`config.mk`:
```
export PLATFORM = sky130hd
export DESIGN_NAME = median_drift_monitor
export DESIGN_NICKNAME = d
export VERILOG_FILES = /design/src/rtl/median_drift_monitor.sv
export SDC_FILE = /design/constraint.sdc
export NUM_CORES = 1
export LEC_CHECK = 0
export ABC_CLOCK_PERIOD_IN_PS = 7400
export CAP_MARGIN = 15
export CORE_ASPECT_RATIO = 0.7
export CORE_MARGIN = 2
export CORE_UTILIZATION = 50
export CTS_BUF_LIST = sky130_fd_sc_hd__clkbuf_2
export DETAILED_ROUTE_END_ITERATION = 10
export GPL_TIMING_DRIVEN = 1
export PLACE_DENSITY_LB_ADDON = 0.15
export SKIP_CTS_REPAIR_TIMING = 1
export SLEW_MARGIN = 20
export SYNTH_ARGS = -nofsm -noshare
export SYNTH_HDL_FRONTEND = slang
export SYNTH_SLANG_ARGS = --single-unit
```
`constraint.sdc`:
```
create_clock -name clk -period 7.4 [get_ports clk]
set_input_delay 1.85 -clock clk [delete_from_list [all_inputs] [get_ports clk]]
set_output_delay 1.85 -clock clk [all_outputs]
set_load 0.02 [all_outputs]
```
`src/rtl/median_drift_monitor.sv`:
```
// median_drift_monitor: tracks median drift against a stored baseline.
// It flags deviating results and raises a sticky alarm after CONSEC
// consecutive flags. Each result is queued as a {median, delta, flag} record
// for a valid/ready consumer.
module median_drift_monitor #(
  parameter int DATA_WIDTH = 8,
  parameter int CONSEC     = 3,
  parameter int FIFO_DEPTH = 4
) (
  input  logic                          clk,
  input  logic                          rst,
  input  logic [DATA_WIDTH-1:0]         median_in,
  input  logic                          median_vld,
  input  logic [DATA_WIDTH-1:0]         thresh,
  input  logic                          rebase,
  output logic [DATA_WIDTH-1:0]         out_median,
  output logic [DATA_WIDTH-1:0]         out_delta,
  output logic                          out_flag,
  output logic                          out_valid,
  input  logic                          out_ready,
  output logic                          alarm,
  output logic                          overflow,
  output logic [$clog2(FIFO_DEPTH):0]   fifo_count
);

  localparam int AW = $clog2(FIFO_DEPTH);
  localparam int CW = AW + 1;
  localparam int SW = $clog2(CONSEC + 1);
  localparam int RW = 2 * DATA_WIDTH + 1;
  localparam logic [SW-1:0] CONSEC_S = SW'(CONSEC);
  localparam logic [CW-1:0] DEPTH_C  = CW'(FIFO_DEPTH);

  typedef enum logic [1:0] {NO_BASE, TRACK, ALARM} state_t;

  state_t                state, state_nxt;
  logic [SW-1:0]         streak, streak_nxt;
  logic [DATA_WIDTH-1:0] baseline, baseline_nxt;
  logic [DATA_WIDTH-1:0] delta;
  logic                  flag;
  logic [RW-1:0]         push_rec;

  logic [RW-1:0]         mem [FIFO_DEPTH];
  logic [AW-1:0]         rd_ptr, wr_ptr;
  logic [CW-1:0]         count;
  logic                  push, pop, full;

  // State, streak and baseline registers
  always_ff @(posedge clk) begin
    if (rst) begin
      state    <= NO_BASE;
      streak   <= '0;
      baseline <= '0;
    end else begin
      state    <= state_nxt;
      streak   <= streak_nxt;
      baseline <= baseline_nxt;
    end
  end

  // Deviation, next-state and record assembly; rebase takes priority and
  // a coincident median becomes the new baseline immediately.
  always_comb begin
    state_nxt    = state;
    streak_nxt   = streak;
    baseline_nxt = baseline;
    delta        = (median_in >= baseline) ? (median_in - baseline)
                                           : (baseline - median_in);
    flag         = delta > thresh;
    push_rec     = {median_in, delta, flag};
    if (rebase || state == NO_BASE) begin
      push_rec   = {median_in, {DATA_WIDTH{1'b0}}, 1'b0};
      streak_nxt = '0;
      state_nxt  = NO_BASE;
      if (median_vld) begin
        baseline_nxt = median_in;
        state_nxt    = TRACK;
      end
    end else if (median_vld) begin
      if (flag)
        streak_nxt = (streak < CONSEC_S) ? streak + 1'b1 : streak;
      else
        streak_nxt = '0;
      if (streak_nxt == CONSEC_S)
        state_nxt = ALARM;
    end
  end

  assign alarm = (state == ALARM);

  assign full = (count == DEPTH_C);
  assign pop  = (count != '0) && out_ready;
  assign push = median_vld && (!full || pop);

  // Record FIFO pointers, occupancy and sticky overflow
  always_ff @(posedge clk) begin
    if (rst) begin
      rd_ptr   <= '0;
      wr_ptr   <= '0;
      count    <= '0;
      overflow <= 1'b0;
    end else begin
      if (push) wr_ptr <= wr_ptr + 1'b1;
      if (pop)  rd_ptr <= rd_ptr + 1'b1;
      count <= count + CW'(push) - CW'(pop);
      if (median_vld && full && !pop) overflow <= 1'b1;
    end
  end

  // Record storage (no reset needed; contents qualified by count)
  always_ff @(posedge clk) begin
    if (push) mem[wr_ptr] <= push_rec;
  end

  assign out_valid  = (count != '0);
  assign fifo_count = count;
  assign out_median = out_valid ? mem[rd_ptr][RW-1 -: DATA_WIDTH] : '0;
  assign out_delta  = out_valid ? mem[rd_ptr][DATA_WIDTH:1] : '0;
  assign out_flag   = out_valid ? mem[rd_ptr][0] : 1'b0;

endmodule

```
==> out/qor.json, run 1 <==
{
  "outcome": {
    "run_status": "finished clean"
  },
  "floorplan": {
    "placementRows": 28,
    "die_span_x_um": 117,
    "pin_count": 44,
    "start_util_pct": 52.3,
    "chipHeight_um": 83.3,
    "core_area_sq_um": 8580,
    "die_footprint_sq_um": 9770
  },
  "worst_setup_path": {
    "criticalPathCategory": "primary input to flop",
    "timing.reg2reg.worst_path_depth": 13,
    "critical_path.endpoint": "streak[1]",
    "critPathRequiredTime_ns": 7.85,
    "worst_setup_path_startpoint": "median_in[0]",
    "worst-path-max-fanout": 7,
    "worst_setup_path_end_kind": "flop",
    "timing.rr.end": "streak[1]",
    "critPathArrivalTime_ns": 5.45,
    "worst_setup_path_start_kind": "primary input",
    "reg_to_reg_setup_timing_slack_ns": 3.92,
    "worstReg2RegStart": "baseline[0]"
  },
  "power_and_ir_drop": {
    "power.density_nw_per_um2": 274,
    "switching_power_mw": 0.467,
    "design_power_total_mw": 1.41,
    "switching_part_of_the_total_power_pct": 33.1,
    "power.share.clock_pct": 18.0,
    "internal_power_mw": 0.942,
    "power.leakage_nw": 1.86,
    "seq_power_share_pct": 45.0,
    "power.combinational.fraction_pct": 37.0,
    "worst_ir_drop_vdd_uv": 135
  },
  "yosys": {
    "async_reset_ff_share_pct": 0,
    "yosys.cell_count.top_type": "edfxtp_1",
    "post-synth-top-area-cell": "edfxtp_1",
    "synth_compound_area_share_pct": 8.36,
    "netlist_instances": 345,
    "yosys.area_share.xor_xnor_pct": 2.15,
    "yosysUniqueCellTypes": 45,
    "yosys.area.top_type_share_pct": 45.5,
    "post_synth_instance_area_sq_um": 4490,
    "largest_family_of_logic_cells_by_synthesized_area": "simple AND/OR/NAND/NOR gates",
    "syn_area_per_cell_sq_um": 13.0,
    "share_of_the_yosys_chip_area_belonging_to_registers_pct": 55.3,
    "synth_edf_count": 68,
    "synthTopCellsByCount": "edfxtp_1 (68), inv_1 (32), ha_1 (29), and2_1 (24), nand2_1 (24)",
    "post_synth_and_or_nand_nor_area_fraction_pct": 11.6,
    "mux_share_of_post_synthesis_cell_area_pct": 9.23,
    "ys.warnings.count": 0,
    "synth_adder_area_share_pct": 9.42,
    "synth_area_leaders": "edfxtp_1 (45%), dfxtp_1 (9.8%), mux4_2 (8.5%), ha_1 (8.1%), and2_1 (3.3%)",
    "ys_seq_elements": 90,
    "yosys_most_used_dff": "edfxtp_1",
    "syn-num-nets": 398
  },
  "final_layout": {
    "final_layout_size_suffix_gt1_share_pct": 12.0,
    "multiInputGateArea_sq_um": 1830,
    "seq_area_sq_um": 2480,
    "fin_nets": 439,
    "layout.filler_cells": 684,
    "post-route-cell-area_sq_um": 5140,
    "area.growth.synth_to_final_pct": 14.5,
    "antenna_cells_inserted": 0,
    "final_util_pct": 59.9
  },
  "drt": {
    "dr_total_vias": 2721,
    "detail_route.wl_per_cell_um": 17.1,
    "antenna_left": 0,
    "route.detailed.drc": 0,
    "first_pass_iters": 4,
    "first_iter_violations": 202,
    "wl_um": 8720,
    "route.detailed.vias_per_inst": 5.32
  },
  "sta": {
    "layout_min_cycle_time_ns": 4.99,
    "period_share_pct": 67.5,
    "timing_max_transition_violations_final": 0,
    "max_clock_freq_mhz": 200,
    "hold_violations": 0,
    "hold_slack_ns": 0.472,
    "unrepaired_setup_endpoints_after_global_routing": "no",
    "finClkSkew_ns": 0.0216,
    "slew_worst_pin_ns": 0.982,
    "timing.max_slew.rel_slack_pct": 34.5,
    "totalNegativeSetupSlack_ns": 0,
    "setup-violations-final": 0
  },
  "clock_tree": {
    "cts-buffers-inserted": 9,
    "clk_latency_ns": 0.56,
    "clk_transition_reported_paths_ns": 0.24,
    "ctsHtreeMaxLevel": 3,
    "cts_buffer_depth": 2,
    "cts_tree": "yes",
    "clk_root_buffer_cell": "clkbuf_2",
    "cts_sinks": 90
  },
  "grt": {
    "grt_pass1_vias": 2625,
    "wire_length_of_the_first_global_routing_pass_um": 13700,
    "largest_net_degree_at_the_start_of_global_routing": 21,
    "grt.total_usage_pct": 19.1,
    "grt_overflow_total": 0,
    "antenna_violations_before_repair": 0
  },
  "placed_design": {
    "io_buf_count": 43,
    "place.gp.congestion": 0.899,
    "detailedPlacementHpwl_um": 6200,
    "total_cell_area_at_the_placement_stage_sq_um": 5020
  },
  "job": {
    "max-cap-violations": 0
  },
  "hold_path": {
    "whs_path_depth": 2,
    "min_path_type": "flop to flop"
  }
}
-- registers in the layout (all words and copies together), names as in the netlist, named ones only --
register / count
baseline: 8
fifo_count: 3
mem: 68
overflow: 1
rd_ptr: 2
state: 2
streak: 2
wr_ptr: 2
-- critical path: stages --
cell and delay (ns):
clkdlybuf4s50_1 0.53, inv_1 0.10, ha_1 0.17, inv_1 0.06
fa_1 0.37, nand3_1 0.15, a31oi_4 0.15, or2_4 0.28
o32ai_2 0.26, xnor2_1 0.22, ha_1 0.31, nand4_1 0.13
nor2_1 0.06, o31a_1 0.35, a2111oi_0 0.45
-- final cells by class --
class	instances	area share, %
inverters	32	2.34
clock buffers	10	0.973
repair buffers	44	8.52
well taps	120	2.92
multi-input cells	209	35.5
flip-flops and latches	90	48.3
clock inverters	6	1.44
-- power by group through the flow --
stage | sequential, mW | clock [mW] | combinational [mW]
3_3_place_gp | 0.643 | 0 | 0.522
5_1_grt | 0.640 | 0.282 | 0.570
4_1_cts | 0.635 | 0.260 | 0.528
3_5_place_dp | 0.646 | 0 | 0.526
2_1_floorplan | 0.628 | 0 | 0.350
6_report | 0.634 | 0.254 | 0.521
-- worst min path at each step --
stage / to / from
floorplan: baseline[7] / baseline[7]
finish: baseline[7] / baseline[7]
detailed placement: baseline[7] / baseline[7]
CTS: baseline[7] / baseline[7]
global route: baseline[7] / baseline[7]
global placement: baseline[7] / baseline[7]
-- through the flow --
| stage | setup slack [ns] | std cells |
|---|---|---|
| floorplan | 2.82 | 345 |
| global placement | 1.92 | 495 |
| detailed placement | 1.86 | 495 |
| CTS | 2.50 | 511 |
| global route | 2.27 | 511 |
| finish | 2.41 | 511 |
-- layout by cell type (no fill, tap or decap), types with 3 or more instances in the layout --
cell	count
nand4_1	3
nand2b_1	3
o21a_1	3
and2_1	24
nor2_1	18
nand2_1	24
o21ai_0	8
a31oi_1	3
xnor2_1	8
ha_1	29
xor2_1	3
inv_1	32
nor3b_1	3
nand3_1	4
dfxtp_1	22
a21oi_1	14
nor2b_1	10
mux4_2	17
clkdlybuf4s50_1	43
a21oi_4	3
edfxtp_1	68
fa_1	3
a21o_1	3
clkbuf_2	10
-- cells by family after synthesis --
| family | after synthesis |
|---|---|
| simple gates | 97 |
| flops | 90 |
| compound gates | 49 |
| buf+inv | 46 |
| fa+ha+maj | 32 |
| mux | 20 |
| xor+xnor | 11 |
-- layer usage --
metal  GRT usage [%]  up-vias  part of all wire, %
li1                -     1316                    -
met1            28.5     1316                   49
met2            27.5       77                   43
met3            5.91       12                  5.8
met4            4.39        0                  2.0
met5               0        -                    0
Power figures use the tool's default switching activity.
==> run 2, diff against run 1 <==
--- a/config.mk
+++ b/config.mk
@@ -5,7 +5,7 @@
 export SDC_FILE = /design/constraint.sdc
 export NUM_CORES = 1
 export LEC_CHECK = 0
-export ABC_CLOCK_PERIOD_IN_PS = 7400
+export ABC_CLOCK_PERIOD_IN_PS = 4800
 export CAP_MARGIN = 15
 export CORE_ASPECT_RATIO = 0.7
 export CORE_MARGIN = 2
==> constraint.sdc (replaced) <==
create_clock -name clk -period 4.8 [get_ports clk]
set_input_delay 1.2 -clock clk [delete_from_list [all_inputs] [get_ports clk]]
set_output_delay 1.2 -clock clk [all_outputs]
set_load 0.02 [all_outputs]
==> out/qor.json, run 2 (synthesis results as in run 1) <==
{
  "outcome": {
    "run_status": {"value": "finished clean", "change": "unchanged"}
  },
  "worst_setup_path": {
    "critical_path.endpoint": {"value": "streak[1]", "change": "unchanged"},
    "critPathRequiredTime": {"value": 5.28, "unit": "ns", "change": "was 7.85 ns"},
    "worst-path-max-fanout": {"value": 7, "change": "unchanged"},
    "critPathArrivalTime": {"value": 4.75, "unit": "ns", "change": "was 5.45 ns"},
    "timing.rr.end": {"value": "streak[1]", "change": "unchanged"},
    "worstReg2RegStart": {"value": "baseline[0]", "change": "unchanged"},
    "reg_to_reg_setup_timing_slack": {"value": 1.26, "unit": "ns", "change": "was 3.92 ns"},
    "worst_setup_path_startpoint": {"value": "median_in[0]", "change": "unchanged"},
    "timing.reg2reg.worst_path_depth": {"value": 13, "change": "unchanged"},
    "criticalPathCategory": {"value": "primary input to flop", "change": "unchanged"},
    "worst_setup_path_end_kind": {"value": "flop", "change": "unchanged"},
    "worst_setup_path_start_kind": {"value": "primary input", "change": "unchanged"}
  },
  "final_layout": {
    "layout_common_cells": {"value": "edfxtp_1 (68), clkdlybuf4s50_1 (43), inv_1 (32)", "change": "unchanged"},
    "multiInputGateArea": {"value": 1830, "unit": "sq um", "change": "unchanged"},
    "fin_nets": {"value": 451, "change": "was 439"},
    "layout.filler_cells": {"value": 654, "change": "was 684"},
    "final_layout_size_suffix_gt1_share": {"value": 14.6, "unit": "%", "change": "was 12.0%"},
    "seq_area": {"value": 2480, "unit": "sq um", "change": "unchanged"},
    "commonest_non_fill_non_tap_cell_in_the_layout": {"value": "edfxtp_1", "change": "unchanged"},
    "antenna_cells_inserted": {"value": 0, "change": "unchanged"},
    "largest_register_ffs": {"value": 68, "change": "unchanged"},
    "area.growth.synth_to_final": {"value": 17.5, "unit": "%", "change": "was 14.5%"},
    "regMostFlops": {"value": "mem", "change": "unchanged"}
  },
  "job": {
    "max-cap-violations": {"value": 0, "change": "unchanged"}
  },
  "clock_tree": {
    "ctsHtreeMaxLevel": {"value": 3, "change": "unchanged"},
    "clk_root_buffer_cell": {"value": "clkbuf_2", "change": "unchanged"},
    "clk_transition_reported_paths": {"value": 0.25, "unit": "ns", "change": "was 0.24 ns"},
    "clk_latency": {"value": 0.58, "unit": "ns", "change": "was 0.56 ns"},
    "cts_sinks": {"value": 90, "change": "unchanged"},
    "cts_tree": {"value": "yes", "change": "unchanged"},
    "cts_buffer_depth": {"value": 2, "change": "unchanged"},
    "cts-buffers-inserted": {"value": 9, "change": "unchanged"}
  },
  "floorplan": {
    "die_span_x": {"value": 117, "unit": "um", "change": "unchanged"},
    "die_footprint": {"value": 9770, "unit": "sq um", "change": "unchanged"},
    "pin_count": {"value": 44, "change": "unchanged"},
    "chipHeight": {"value": 83.3, "unit": "um", "change": "unchanged"},
    "placementRows": {"value": 28, "change": "unchanged"},
    "start_util": {"value": 52.3, "unit": "%", "change": "unchanged"},
    "core_area": {"value": 8580, "unit": "sq um", "change": "unchanged"}
  },
  "drt": {
    "antenna_left": {"value": 0, "change": "unchanged"},
    "route.detailed.vias_per_inst": {"value": 5.38, "change": "was 5.32"},
    "first_iter_violations": {"value": 188, "change": "was 202"},
    "route.detailed.drc": {"value": 0, "change": "unchanged"},
    "dr_total_vias": {"value": 2815, "change": "was 2721"},
    "detail_route.wl_per_cell": {"value": 17.5, "unit": "um", "change": "was 17.1 um"},
    "wl": {"value": 9160, "unit": "um", "change": "was 8720 um"},
    "first_pass_iters": {"value": 5, "change": "was 4"}
  },
  "grt": {
    "largest_net_degree_at_the_start_of_global_routing": {"value": 21, "change": "unchanged"},
    "antenna_violations_before_repair": {"value": 0, "change": "unchanged"},
    "grt.total_usage": {"value": 20.3, "unit": "%", "change": "was 19.1%"},
    "grt_pass1_vias": {"value": 2650, "change": "was 2625"},
    "wire_length_of_the_first_global_routing_pass": {"value": 14400, "unit": "um", "change": "was 13700 um"},
    "grt_overflow_total": {"value": 0, "change": "unchanged"}
  },
  "sta": {
    "unrepaired_setup_endpoints_after_global_routing": {"value": "no", "change": "unchanged"},
    "layout_min_cycle_time_ns": 4.27,
    "slew_worst_pin": {"value": 0.979, "unit": "ns", "change": "was 0.982 ns"},
    "period_share_pct": 89.0,
    "timing_max_transition_violations_final": {"value": 0, "change": "unchanged"},
    "finClkSkew": {"value": 0.0303, "unit": "ns", "change": "was 0.0216 ns"},
    "totalNegativeSetupSlack": {"value": 0, "unit": "ns", "change": "unchanged"},
    "timing.max_slew.rel_slack": {"value": 34.6, "unit": "%", "change": "was 34.5%"},
    "setup-violations-final": {"value": 0, "change": "unchanged"},
    "hold_violations": {"value": 0, "change": "unchanged"},
    "hold_slack": {"value": 0.480, "unit": "ns", "change": "was 0.472 ns"},
    "max_clock_freq_mhz": 234
  },
  "placed_design": {
    "detailedPlacementHpwl": {"value": 6660, "unit": "um", "change": "was 6200 um"},
    "place.gp.congestion": {"value": 0.909, "change": "was 0.899"},
    "io_buf_count": {"value": 43, "change": "unchanged"}
  },
  "power_and_ir_drop": {
    "power.leakage": {"value": 1.95, "unit": "nW", "change": "was 1.86 nW"},
    "design_power_total": {"value": 2.28, "unit": "mW", "change": "was 1.41 mW"},
    "power.density": {"value": 433, "unit": "nW/um^2", "change": "was 274 nW/um^2"},
    "worst_ir_drop_vdd": {"value": 316, "unit": "uV", "change": "was 135 uV"}
  },
  "hold_path": {
    "min_path_type": {"value": "flop to flop", "change": "unchanged"},
    "timing.hold.worst.start": {"value": "baseline[7]", "change": "unchanged"}
  }
}
==> run 2: changes by cell type in the layout (fill, tap and decap cells not counted) <==
cell / change
clkbuf_2: -1
inv_8: -1
clkinv_2: +1
bufinv_16: +2
buf_4: +12
clkinvlp_4: -2
inv_6: +1
==> run 2: worst min-delay path by stage <==
stage / endpoint / slack (ns) / cells after the start
after floorplan: baseline[7] / 0.44 / 2
after global placement: baseline[7] / 0.44 / 2
after detailed placement: baseline[7] / 0.45 / 2
after CTS: baseline[7] / 0.48 / 2
after global routing: baseline[7] / 0.51 / 2
final: baseline[7] / 0.48 / 2
==> run 2: report_power, final <==
group	switching, mW	internal (mW)	total (mW)
Sequential	0.0609	0.917	0.977
Clock	0.259	0.229	0.488
Combinational	0.405	0.413	0.819
==> run 2: final cells by class <==
class,count,area share [%]
clock buffer,9,0.854
clock inverter,7,2.30
inverter,32,2.28
multi-input combinational,209,34.7
sequential,90,47.1
tap,120,2.85
timing repair buffer,56,10.0
==> run 2: through the flow <==
step / utilization (%) / worst slack, ns / std cells / area, sq um
after floorplan: - / 0.868 / 345 / 4490
after global placement: 59.5 / 0.113 / 507 / 5110
after detailed placement: 59.5 / -0.0325 / 507 / 5110
after CTS: 61.5 / 0.465 / 523 / 5280
after global routing: 61.5 / 0.378 / 523 / 5280
final: 61.5 / 0.527 / 523 / 5280
==> run 2: layer usage <==
| layer | track usage [%] | wire [um] |
|---|---|---|
| met5 | 0 | 0 |
| met4 | 5.03 | 118 |
| met3 | 6.42 | 603 |
| met2 | 28.5 | 4050 |
| met1 | 30.8 | 4390 |
==> run 2: critical path, cell delays in order <==
cell,delay (ns)
clkdlybuf4s50_1,0.45
inv_1,0.07
ha_1,0.18
inv_1,0.06
fa_1,0.40
nand3_1,0.14
a31oi_4,0.15
a2111oi_0,0.41
o22ai_1,0.18
xor2_1,0.18
ha_1,0.30
nand4_1,0.15
nor2_1,0.06
o31a_1,0.36
a2111oi_0,0.44
